`config.mk`:
```
export PLATFORM = sky130hd
export DESIGN_NAME = pipe_stage_reg_flat
export DESIGN_NICKNAME = d
export VERILOG_FILES = /design/src/rtl/mips_pipe_pkg.sv /design/src/rtl/pipe_stage_reg_if.sv /design/src/rtl/pipe_reg_stats.sv /design/src/rtl/pipe_stage_reg.sv /design/src/flat_wrapper.sv
export SDC_FILE = /design/constraint.sdc
export NUM_CORES = 1
export LEC_CHECK = 0
export BUFFER_PORTS_ARGS = -buffer_cell sky130_fd_sc_hd__buf_2
export CORE_ASPECT_RATIO = 1.4
export CORE_MARGIN = 2
export CORE_UTILIZATION = 58
export DETAILED_ROUTE_END_ITERATION = 7
export GPL_TIMING_DRIVEN = 0
export PLACE_DENSITY = 0.85
export REMOVE_ABC_BUFFERS = 1
export SYNTH_ARGS = -nofsm -noshare
export SYNTH_HDL_FRONTEND = slang
export SYNTH_SLANG_ARGS = --single-unit
export TNS_END_PERCENT = 1
```
`constraint.sdc`:
```
create_clock -name clk -period 5.1 [get_ports clk]
set_clock_uncertainty 0.05 [all_clocks]
set_input_delay 0.255 -clock clk [delete_from_list [all_inputs] [get_ports clk]]
set_output_delay 0.255 -clock clk [all_outputs]
set_load 0.005 [all_outputs]
```
`src/rtl/mips_pipe_pkg.sv`:
```
// Shared definitions for the elastic MIPS pipeline stage registers:
// per-boundary default widths, EX/MEM control-bit indices and the slot-occupancy state type.
package mips_pipe_pkg;

  localparam int unsigned IDEX_CTRL_W  = 32'd9;
  localparam int unsigned IDEX_DATA_W  = 32'd138;
  localparam int unsigned EXMEM_CTRL_W = 32'd5;
  localparam int unsigned EXMEM_DATA_W = 32'd102;
  localparam int unsigned MEMWB_CTRL_W = 32'd2;
  localparam int unsigned MEMWB_DATA_W = 32'd69;

  // EX/MEM control field layout, MSB first: Branch, MemRead, MemWrite, RegWrite, MemtoReg
  localparam int unsigned EXMEM_BRANCH   = 32'd4;
  localparam int unsigned EXMEM_MEMREAD  = 32'd3;
  localparam int unsigned EXMEM_MEMWRITE = 32'd2;
  localparam int unsigned EXMEM_REGWRITE = 32'd1;
  localparam int unsigned EXMEM_MEMTOREG = 32'd0;

  typedef enum logic [1:0] {
    ST_EMPTY = 2'd0,
    ST_ONE   = 2'd1,
    ST_TWO   = 2'd2
  } pipe_state_e;

endpackage

```
`src/rtl/pipe_stage_reg_if.sv`:
```
// Upstream/downstream valid-ready bundle of one pipeline stage register.
// master = environment side driving the stage, slave = the stage itself.
interface pipe_stage_reg_if
  import mips_pipe_pkg::*;
#(
  parameter int unsigned CTRL_W = EXMEM_CTRL_W,
  parameter int unsigned DATA_W = EXMEM_DATA_W
);
  logic              in_valid;
  logic              in_ready;
  logic [CTRL_W-1:0] in_ctrl;
  logic [DATA_W-1:0] in_data;
  logic              out_valid;
  logic              out_ready;
  logic [CTRL_W-1:0] out_ctrl;
  logic [DATA_W-1:0] out_data;

  modport master (
    output in_valid, in_ctrl, in_data, out_ready,
    input  in_ready, out_valid, out_ctrl, out_data
  );

  modport slave (
    input  in_valid, in_ctrl, in_data, out_ready,
    output in_ready, out_valid, out_ctrl, out_data
  );
endinterface

```
`src/rtl/pipe_reg_stats.sv`:
```
// Saturating stall/bubble cycle counters for a pipeline stage register.
// Cleared only by the asynchronous reset.
module pipe_reg_stats #(
  parameter int unsigned STAT_W = 32'd16
) (
  input  logic              clk,
  input  logic              rst,
  input  logic              stall_inc_i,
  input  logic              bubble_inc_i,
  output logic [STAT_W-1:0] stall_cnt_o,
  output logic [STAT_W-1:0] bubble_cnt_o
);
  logic [STAT_W-1:0] stall_q, stall_d;
  logic [STAT_W-1:0] bubble_q, bubble_d;

  // next counts, holding at all-ones
  always_comb begin
    stall_d  = stall_q;
    bubble_d = bubble_q;
    if (stall_inc_i && (stall_q != {STAT_W{1'b1}})) begin
      stall_d = stall_q + {{(STAT_W-1){1'b0}}, 1'b1};
    end else begin
      stall_d = stall_q;
    end
    if (bubble_inc_i && (bubble_q != {STAT_W{1'b1}})) begin
      bubble_d = bubble_q + {{(STAT_W-1){1'b0}}, 1'b1};
    end else begin
      bubble_d = bubble_q;
    end
  end

  // counter registers
  always_ff @(posedge clk or negedge rst) begin
    if (!rst) begin
      stall_q  <= {STAT_W{1'b0}};
      bubble_q <= {STAT_W{1'b0}};
    end else begin
      stall_q  <= stall_d;
      bubble_q <= bubble_d;
    end
  end

  assign stall_cnt_o  = stall_q;
  assign bubble_cnt_o = bubble_q;
endmodule

```
`src/rtl/pipe_stage_reg.sv`:
```
// Elastic pipeline stage register: main slot + skid slot, registered in_ready,
// control zeroed on bubbles, synchronous flush. Optional counters under PIPE_REG_STATS_EN.
module pipe_stage_reg
  import mips_pipe_pkg::*;
#(
  parameter int unsigned CTRL_W = EXMEM_CTRL_W,
  parameter int unsigned DATA_W = EXMEM_DATA_W
`ifdef PIPE_REG_STATS_EN
  , parameter int unsigned STAT_W = 32'd16
`endif
) (
  input  logic              clk,
  input  logic              rst,
  input  logic              flush,
  pipe_stage_reg_if.slave   bus
`ifdef PIPE_REG_STATS_EN
  , output logic [STAT_W-1:0] stall_cnt,
  output logic [STAT_W-1:0] bubble_cnt
`endif
);
  pipe_state_e       st_q, st_d;
  logic              main_vld_q, main_vld_d;
  logic [CTRL_W-1:0] main_ctrl_q, main_ctrl_d;
  logic [DATA_W-1:0] main_data_q, main_data_d;
  logic [CTRL_W-1:0] skid_ctrl_q, skid_ctrl_d;
  logic [DATA_W-1:0] skid_data_q, skid_data_d;
  logic              in_ready_q, in_ready_d;
  logic              in_fire_s, out_fire_s;

  assign in_fire_s  = bus.in_valid & in_ready_q;
  assign out_fire_s = main_vld_q & bus.out_ready;

  // slot occupancy and data movement; main_ctrl is kept zero whenever main is empty
  always_comb begin
    st_d        = st_q;
    main_vld_d  = main_vld_q;
    main_ctrl_d = main_ctrl_q;
    main_data_d = main_data_q;
    skid_ctrl_d = skid_ctrl_q;
    skid_data_d = skid_data_q;
    in_ready_d  = in_ready_q;
    if (flush) begin
      st_d        = ST_EMPTY;
      main_vld_d  = 1'b0;
      main_ctrl_d = {CTRL_W{1'b0}};
      in_ready_d  = 1'b1;
    end else begin
      case (st_q)
        ST_EMPTY: begin
          in_ready_d = 1'b1;
          if (in_fire_s) begin
            st_d        = ST_ONE;
            main_vld_d  = 1'b1;
            main_ctrl_d = bus.in_ctrl;
            main_data_d = bus.in_data;
          end else begin
            st_d = ST_EMPTY;
          end
        end
        ST_ONE: begin
          in_ready_d = 1'b1;
          if (in_fire_s && out_fire_s) begin
            main_ctrl_d = bus.in_ctrl;
            main_data_d = bus.in_data;
          end else if (in_fire_s) begin
            st_d        = ST_TWO;
            skid_ctrl_d = bus.in_ctrl;
            skid_data_d = bus.in_data;
            in_ready_d  = 1'b0;
          end else if (out_fire_s) begin
            st_d        = ST_EMPTY;
            main_vld_d  = 1'b0;
            main_ctrl_d = {CTRL_W{1'b0}};
          end else begin
            st_d = ST_ONE;
          end
        end
        ST_TWO: begin
          // upstream is blocked here, so only a downstream take can move the queue
          if (out_fire_s) begin
            st_d        = ST_ONE;
            main_ctrl_d = skid_ctrl_q;
            main_data_d = skid_data_q;
            in_ready_d  = 1'b1;
          end else begin
            in_ready_d = 1'b0;
          end
        end
        default: begin
          st_d        = ST_EMPTY;
          main_vld_d  = 1'b0;
          main_ctrl_d = {CTRL_W{1'b0}};
          in_ready_d  = 1'b1;
        end
      endcase
    end
  end

  // stage state registers
  always_ff @(posedge clk or negedge rst) begin
    if (!rst) begin
      st_q        <= ST_EMPTY;
      main_vld_q  <= 1'b0;
      main_ctrl_q <= {CTRL_W{1'b0}};
      main_data_q <= {DATA_W{1'b0}};
      skid_ctrl_q <= {CTRL_W{1'b0}};
      skid_data_q <= {DATA_W{1'b0}};
      in_ready_q  <= 1'b1;
    end else begin
      st_q        <= st_d;
      main_vld_q  <= main_vld_d;
      main_ctrl_q <= main_ctrl_d;
      main_data_q <= main_data_d;
      skid_ctrl_q <= skid_ctrl_d;
      skid_data_q <= skid_data_d;
      in_ready_q  <= in_ready_d;
    end
  end

  assign bus.in_ready  = in_ready_q;
  assign bus.out_valid = main_vld_q;
  assign bus.out_ctrl  = main_ctrl_q;
  assign bus.out_data  = main_data_q;

`ifdef PIPE_REG_STATS_EN
  pipe_reg_stats #(.STAT_W(STAT_W)) u_stats (
    .clk          (clk),
    .rst          (rst),
    .stall_inc_i  (main_vld_q & ~bus.out_ready),
    .bubble_inc_i (~main_vld_q),
    .stall_cnt_o  (stall_cnt),
    .bubble_cnt_o (bubble_cnt)
  );
`endif
endmodule

```
`src/flat_wrapper.sv`:
```
// flat-port wrapper written by rule: the top's interface ports become plain ports
module pipe_stage_reg_flat import mips_pipe_pkg::*;
#(
  parameter int unsigned CTRL_W = EXMEM_CTRL_W,
  parameter int unsigned DATA_W = EXMEM_DATA_W

)
  (clk, rst, flush, bus_in_valid, bus_in_ctrl, bus_in_data, bus_out_ready, bus_in_ready, bus_out_valid, bus_out_ctrl, bus_out_data);
  pipe_stage_reg_if #(.CTRL_W(CTRL_W), .DATA_W(DATA_W)) bus_i ();
  input  logic clk;
  input  logic rst;
  input  logic flush;
  input wire logic [$bits(bus_i.in_valid)-1:0] bus_in_valid;
  input wire logic [$bits(bus_i.in_ctrl)-1:0] bus_in_ctrl;
  input wire logic [$bits(bus_i.in_data)-1:0] bus_in_data;
  input wire logic [$bits(bus_i.out_ready)-1:0] bus_out_ready;
  output wire logic [$bits(bus_i.in_ready)-1:0] bus_in_ready;
  output wire logic [$bits(bus_i.out_valid)-1:0] bus_out_valid;
  output wire logic [$bits(bus_i.out_ctrl)-1:0] bus_out_ctrl;
  output wire logic [$bits(bus_i.out_data)-1:0] bus_out_data;
  assign bus_i.in_valid = bus_in_valid;
  assign bus_i.in_ctrl = bus_in_ctrl;
  assign bus_i.in_data = bus_in_data;
  assign bus_i.out_ready = bus_out_ready;
  assign bus_in_ready = bus_i.in_ready;
  assign bus_out_valid = bus_i.out_valid;
  assign bus_out_ctrl = bus_i.out_ctrl;
  assign bus_out_data = bus_i.out_data;
  pipe_stage_reg #(.CTRL_W(CTRL_W), .DATA_W(DATA_W)) u_core (.clk(clk), .rst(rst), .flush(flush), .bus(bus_i));
endmodule
```
* Word level (Yosys, flattened, before mapping)
Cells that the tools add are included.
Word-level totals: register bits 218, bits of input ports 112, output and inout port bits 109, logic and storage cells 61
Operators by class: equality and inequality tests 13, mux-type cells 29, bitwise gates (word level) 4, reductions and logical operators 8
Operators by type and width (number):
- $mux 102 | 3
- $pmux 102 s3 | 1
- $mux 5 | 6
- $pmux 5 s3 | 1
- $mux 1 | 11
- $reduce_and 5->1 | 2
- $ne 3x2->1 const B | 3
- $mux 2 | 4
- $reduce_and 4->1 | 2
- $ne 2x1->1 const B | 3
- $ne 3x3->1 const B | 2
- $pmux 2 s3 | 1
- $ne 4x2->1 const B | 1
- $ne 4x4->1 const B | 1
- $pmux 1 s3 | 1
- $reduce_bool 3->1 | 1
- $and 1x1->1 | 2
- $eq 2x1->1 const B | 1
- $eq 2x2->1 const B | 1
- $logic_not 2->1 | 1
- $ne 2x2->1 const B | 1
- $not 1->1 | 2
- $pmux 1 s2 | 1
- $reduce_and 2->1 | 1
- $logic_and 1x1->1 | 1

* Depth between registers and ports, before layout
word-level depth 6, gate-level depth with buffers 9

* Worst setup path after synthesis
No wires, ideal clock.
kind register to register, start register u_core.st_q[1], end register u_core.skid_data_q[82], setup time 0.125 ns, arrival time 1.905 ns, data required time 4.925 ns, path slack 3.020 ns, cell stages (with the launch flop) 10, path buffers 4, path through dfrtp_1 inv_1 ha_1 buf_2 nand3_1 or3_1 buf_2 buf_6 buf_6 mux2_4
On the way: longest elaborated chain between the ends 2
RTL lines:
- from (decl) | line pipe_stage_reg.sv:21 | pipe_state_e st_q, st_d;
- from (signal assigned) | line pipe_stage_reg.sv:110 | st_q <= st_d;
- $eq 2x1->1 | line pipe_stage_reg.sv:48 | case (st_q)
- $reduce_and 4->1 (no line)
- to (signal assigned) | line pipe_stage_reg.sv:107 | skid_data_q <= {DATA_W{1'b0}};
- to (signal assigned) | line pipe_stage_reg.sv:115 | skid_data_q <= skid_data_d;
- to (decl) | line pipe_stage_reg.sv:26 | logic [DATA_W-1:0] skid_data_q, skid_data_d;
No other way between the ends. A chain may end at the register's enable or synchronous reset.

* Worst setup path in the final report
start register u_core.st_q[0], end register u_core.main_data_q[74] (netlist: u_core.bus.out_data[74])
On the way: longest elaborated chain between the ends 3, elaborated cells on any way between the ends 9, those cells by class eq/ne (5); mux (1); reduce/logical (3)
RTL lines:
- $eq 2x2->1, or another cell as far along | line pipe_stage_reg.sv:48
- $ne 2x1->1 (no line) / $reduce_bool 3->1 (equally long branches)
- $reduce_and 5->1 (no line)
- to (signal assigned) | line pipe_stage_reg.sv:105 | main_data_q <= {DATA_W{1'b0}};
- to (signal assigned) | line pipe_stage_reg.sv:113 | main_data_q <= main_data_d;
- to (decl) | line pipe_stage_reg.sv:24 | logic [DATA_W-1:0] main_data_q, main_data_d;
Parallel ways exist; a longest one is shown, timed or not.

==> flow_summary.yaml <==
routing:
  drc: 0
  drt_iter0_markers: 384
  firstDrtPassIters: 4
  drt-total-wl_um: 24270
  ant_nets: 0
  vias_per_cell: 5.592
  via_count: 7052
  wl_per_cell_um: 19.25
sta:
  max_slew.worst_pin.slew_ns: 1.097
  final-hold-violation-count: 0
  period_share_pct: 62.73
  slew_viol_final: 0
  hold-worst-slack_ns: 0.08812
  relSlewSlack_pct: 26.88
  max_freq_ghz: 0.3126
  finalCriticalPeriod_ns: 3.199
  rsz0062_at_grt: "false"
  tns_ns: 0
  setup_viol: 0
synthesis:
  synth_fa_ha_area_share_pct: 0.5409
  synth_xor_area_share_pct: 0
  synth_compound_area_share_pct: 7.884
  synthesis.area_sq_um: 9253
  synthMuxAreaShare_pct: 24.83
  syn_inst: 728
  ys_seq_area_share_pct: 58.97
  syn_area_per_cell_sq_um: 12.71
  yosys_warnings: 0
  synthSimpleGateAreaFrac_pct: 5.057
  synth_top_family_by_area: "multiplexers"
  ys_seq_elements: 218
  synth_cell_types: 33
floorplanning:
  die_x_um: 110.7
  die_y_um: 153.4
  io_pins: 221
  core_area_sq_um: 15610
  row_count: 54
  dieArea_sq_um: 16990
  start_util_pct: 59.28
layout:
  most-common-layout-cells: "buf_2 (219), dfrtp_1 (217), dlygate4sd3_1 (109), nor2_1 (106), a21oi_1 (104)"
  final_nets: 1166
  drive_gt1_share_pct: 35.94
  post-route-util_pct: 80.00
  layout_commonest_cell: "buf_2"
  area_delta_synth_final_pct: 34.94
  layout.cells.non_filler: 1261
setup_path:
  cp_top_family: "compound AO/OA/AOI/OAI gates"
  r2r-start: "u_core.st_q[0]$_DFFE_PN0P_"
  slowest_stage: "a2111oi_4"
  crit_path_start_kind: "flop"
  worst-r2r-cell-count: 10
  timing.critical_path.required_ns: 5.47
  crit_cells: 10
  critical_path_peak_fanout: 32
  crit_type: "flop to flop"
  cp-end-kind: "flop"
  critPathLaunch: "u_core.st_q[0]$_DFFE_PN0P_"
  path_cells: "inv_1, ha_4, a21boi_0, a2111oi_4, buf_8, buf_8, buf_6, buf_6, nor2_1, a21oi_1"
  cp.arrival_ns: 3.57
  cp_num_buf_inv: 5
  slowest_delay_ns: 0.96
global_routing:
  grtUsageMet3_pct: 4.996
  grt_overflow: 0
  first_global_vias: 7810
  top_usage_layer: "met2"
  grt_usage_pct: 28.59
  grtUsageMet1_pct: 30.73
  grt_antenna_before_repair: 2
  met2_usage_pct: 53.05
  grt_max_degree: 122
  grt_pass1_wl_um: 39140
clocking:
  cts_resized: 0
  clock_path_buffers: 3
  cts.clk_slew.worst_paths_ns: 0.06
  ctsHoldBuffers: 109
  cts_tree: "yes"
  cts-buffers-inserted: 22
  clock-sinks: 218
  clock_latency_ns: 0.50
  cts_max_level: 1
  clockRootBuffer: "clkbuf_16"
  postCtsSetupRepairBufs: 0
pwr:
  sw_frac_of_total_pct: 29.85
  clkPwrFrac_pct: 25.5
  p_per_area_nw_per_um2: 492.7
  ir_worst_vdd_mv: 0.3636
  internal-power_mw: 4.315
  power.share.sequential_pct: 47.2
  leakagePower_nw: 5.535
  power.switching_mw: 1.836
  power_frac_comb_pct: 27.3
hold_path:
  min_path_cells: 3
  min-delay-start: "bus_in_valid"
  holdCritPathClass: "input pin to flop"
placed_design:
  dp_hpwl_um: 13720
  dpl.cell_count: 1113
  io_buffers: 220
  gp_congestion: 0.8149
flow_run:
  drv_cap: 0
status:
  status: "finished clean"
[cells by family after synthesis]
kind of cell	Yosys count
AO/OA/AOI/OAI	127
flip-flops	218
multiplexers	209
adder cells (fa/ha/maj)	4
AND/OR/NAND/NOR	119
buffers and inverters	51
[final timing paths]
| kind | end | slack [ns] |
|---|---|---|
| min in group asynchronous | u_core.bus.out_data[76]$_DFFE_PN0P_ | 0.16 |
| max in group asynchronous | u_core.bus.in_ready$_DFF_PN1_ | 3.63 |
| worst max register to register | u_core.bus.out_data[74]$_DFFE_PN0P_ | 1.90 |
| worst max-delay path | u_core.bus.out_data[74]$_DFFE_PN0P_ | 1.90 |
| worst min-delay path | u_core.bus.out_valid$_DFFE_PN0P_ | 0.09 |
| worst min register to register | u_core.skid_data_q[58]$_DFFE_PN0P_ | 0.46 |
[power by group through the flow]
stage	sequential [mW]	clock (mW)	combinational, mW
after global routing	2.97	1.67	1.83
after floorplan	2.84	0	0.916
final	2.90	1.57	1.68
after CTS	2.85	1.59	1.64
after detailed placement	2.87	0	1.56
after global placement	2.83	0	1.51
[flip-flops by register name, summed over array words and instances (netlist names)]
signal / flops
u_core.bus.out_ctrl: 5
u_core.bus.in_ready: 1
u_core.st_q: 2
u_core.skid_data_q: 102
u_core.bus.out_data: 102
u_core.bus.out_valid: 1
u_core.skid_ctrl_q: 5
[layout make-up]
cell class,instances,area [sq um]
well taps,196,245.2
diodes,2,5.005
inverters,2,7.507
repair buffers,347,2517
fillers,879,3122
clock buffers,33,643.1
multi-input cells,459,3562
clock inverters,4,48.80
flip-flops and latches,218,5456
[per-layer routing]
metal,up-vias,wire length [um]
li1,3195,-
met1,3509,8686
met2,252,13090
met3,96,1164
met4,0,1336
met5,-,0
[stage by stage]
step / power (mW) / cell area, sq um / setup slack [ns]
final: 6.152 / 12490 / 1.901
after global routing: 6.466 / 12490 / 1.670
after CTS: 6.076 / 12480 / 1.895
after detailed placement: 4.427 / 10700 / 1.922
after global placement: 4.339 / 10350 / -6.336
after floorplan: 3.753 / 9009 / -3.193
[worst register-to-register path: stages, from the launching register on]
cell and delay (ns):
dfrtp_1 0.40, inv_1 0.11, ha_4 0.33, a21boi_0 0.25, a2111oi_4 0.96, buf_8 0.26
buf_8 0.17, buf_6 0.20, buf_6 0.19, nor2_1 0.07, a21oi_1 0.13
[cells in the mapped netlist]
cell type | n | area share (%)
dfstp_2 | 1 | 0.28
clkbuf_2 | 1 | 0.054
buf_1 | 1 | 0.041
a31oi_1 | 1 | 0.068
a2bb2oi_1 | 1 | 0.095
a22o_1 | 11 | 1.0
nor2_1 | 106 | 4.3
nor3_1 | 1 | 0.054
or3_1 | 1 | 0.068
o31ai_1 | 1 | 0.081
buf_6 | 3 | 0.37
nand2_1 | 3 | 0.12
mux2_4 | 19 | 3.1
nand3_1 | 2 | 0.11
o2bb2ai_1 | 2 | 0.19
a2111oi_4 | 1 | 0.30
nand4_1 | 1 | 0.068
or2_2 | 2 | 0.14
inv_1 | 2 | 0.081
o21bai_1 | 1 | 0.081
a211oi_1 | 1 | 0.081
clkbuf_1 | 15 | 0.61
mux2_2 | 88 | 11
a21oi_1 | 104 | 5.6
nor2b_1 | 1 | 0.068
mux2i_1 | 102 | 11
ha_1 | 4 | 0.54
o21ba_2 | 1 | 0.11
dfrtp_1 | 217 | 59
o21ai_0 | 1 | 0.054
buf_2 | 29 | 1.6
and2_1 | 2 | 0.14
a21boi_0 | 2 | 0.16
Power figures use the tool's default switching activity.
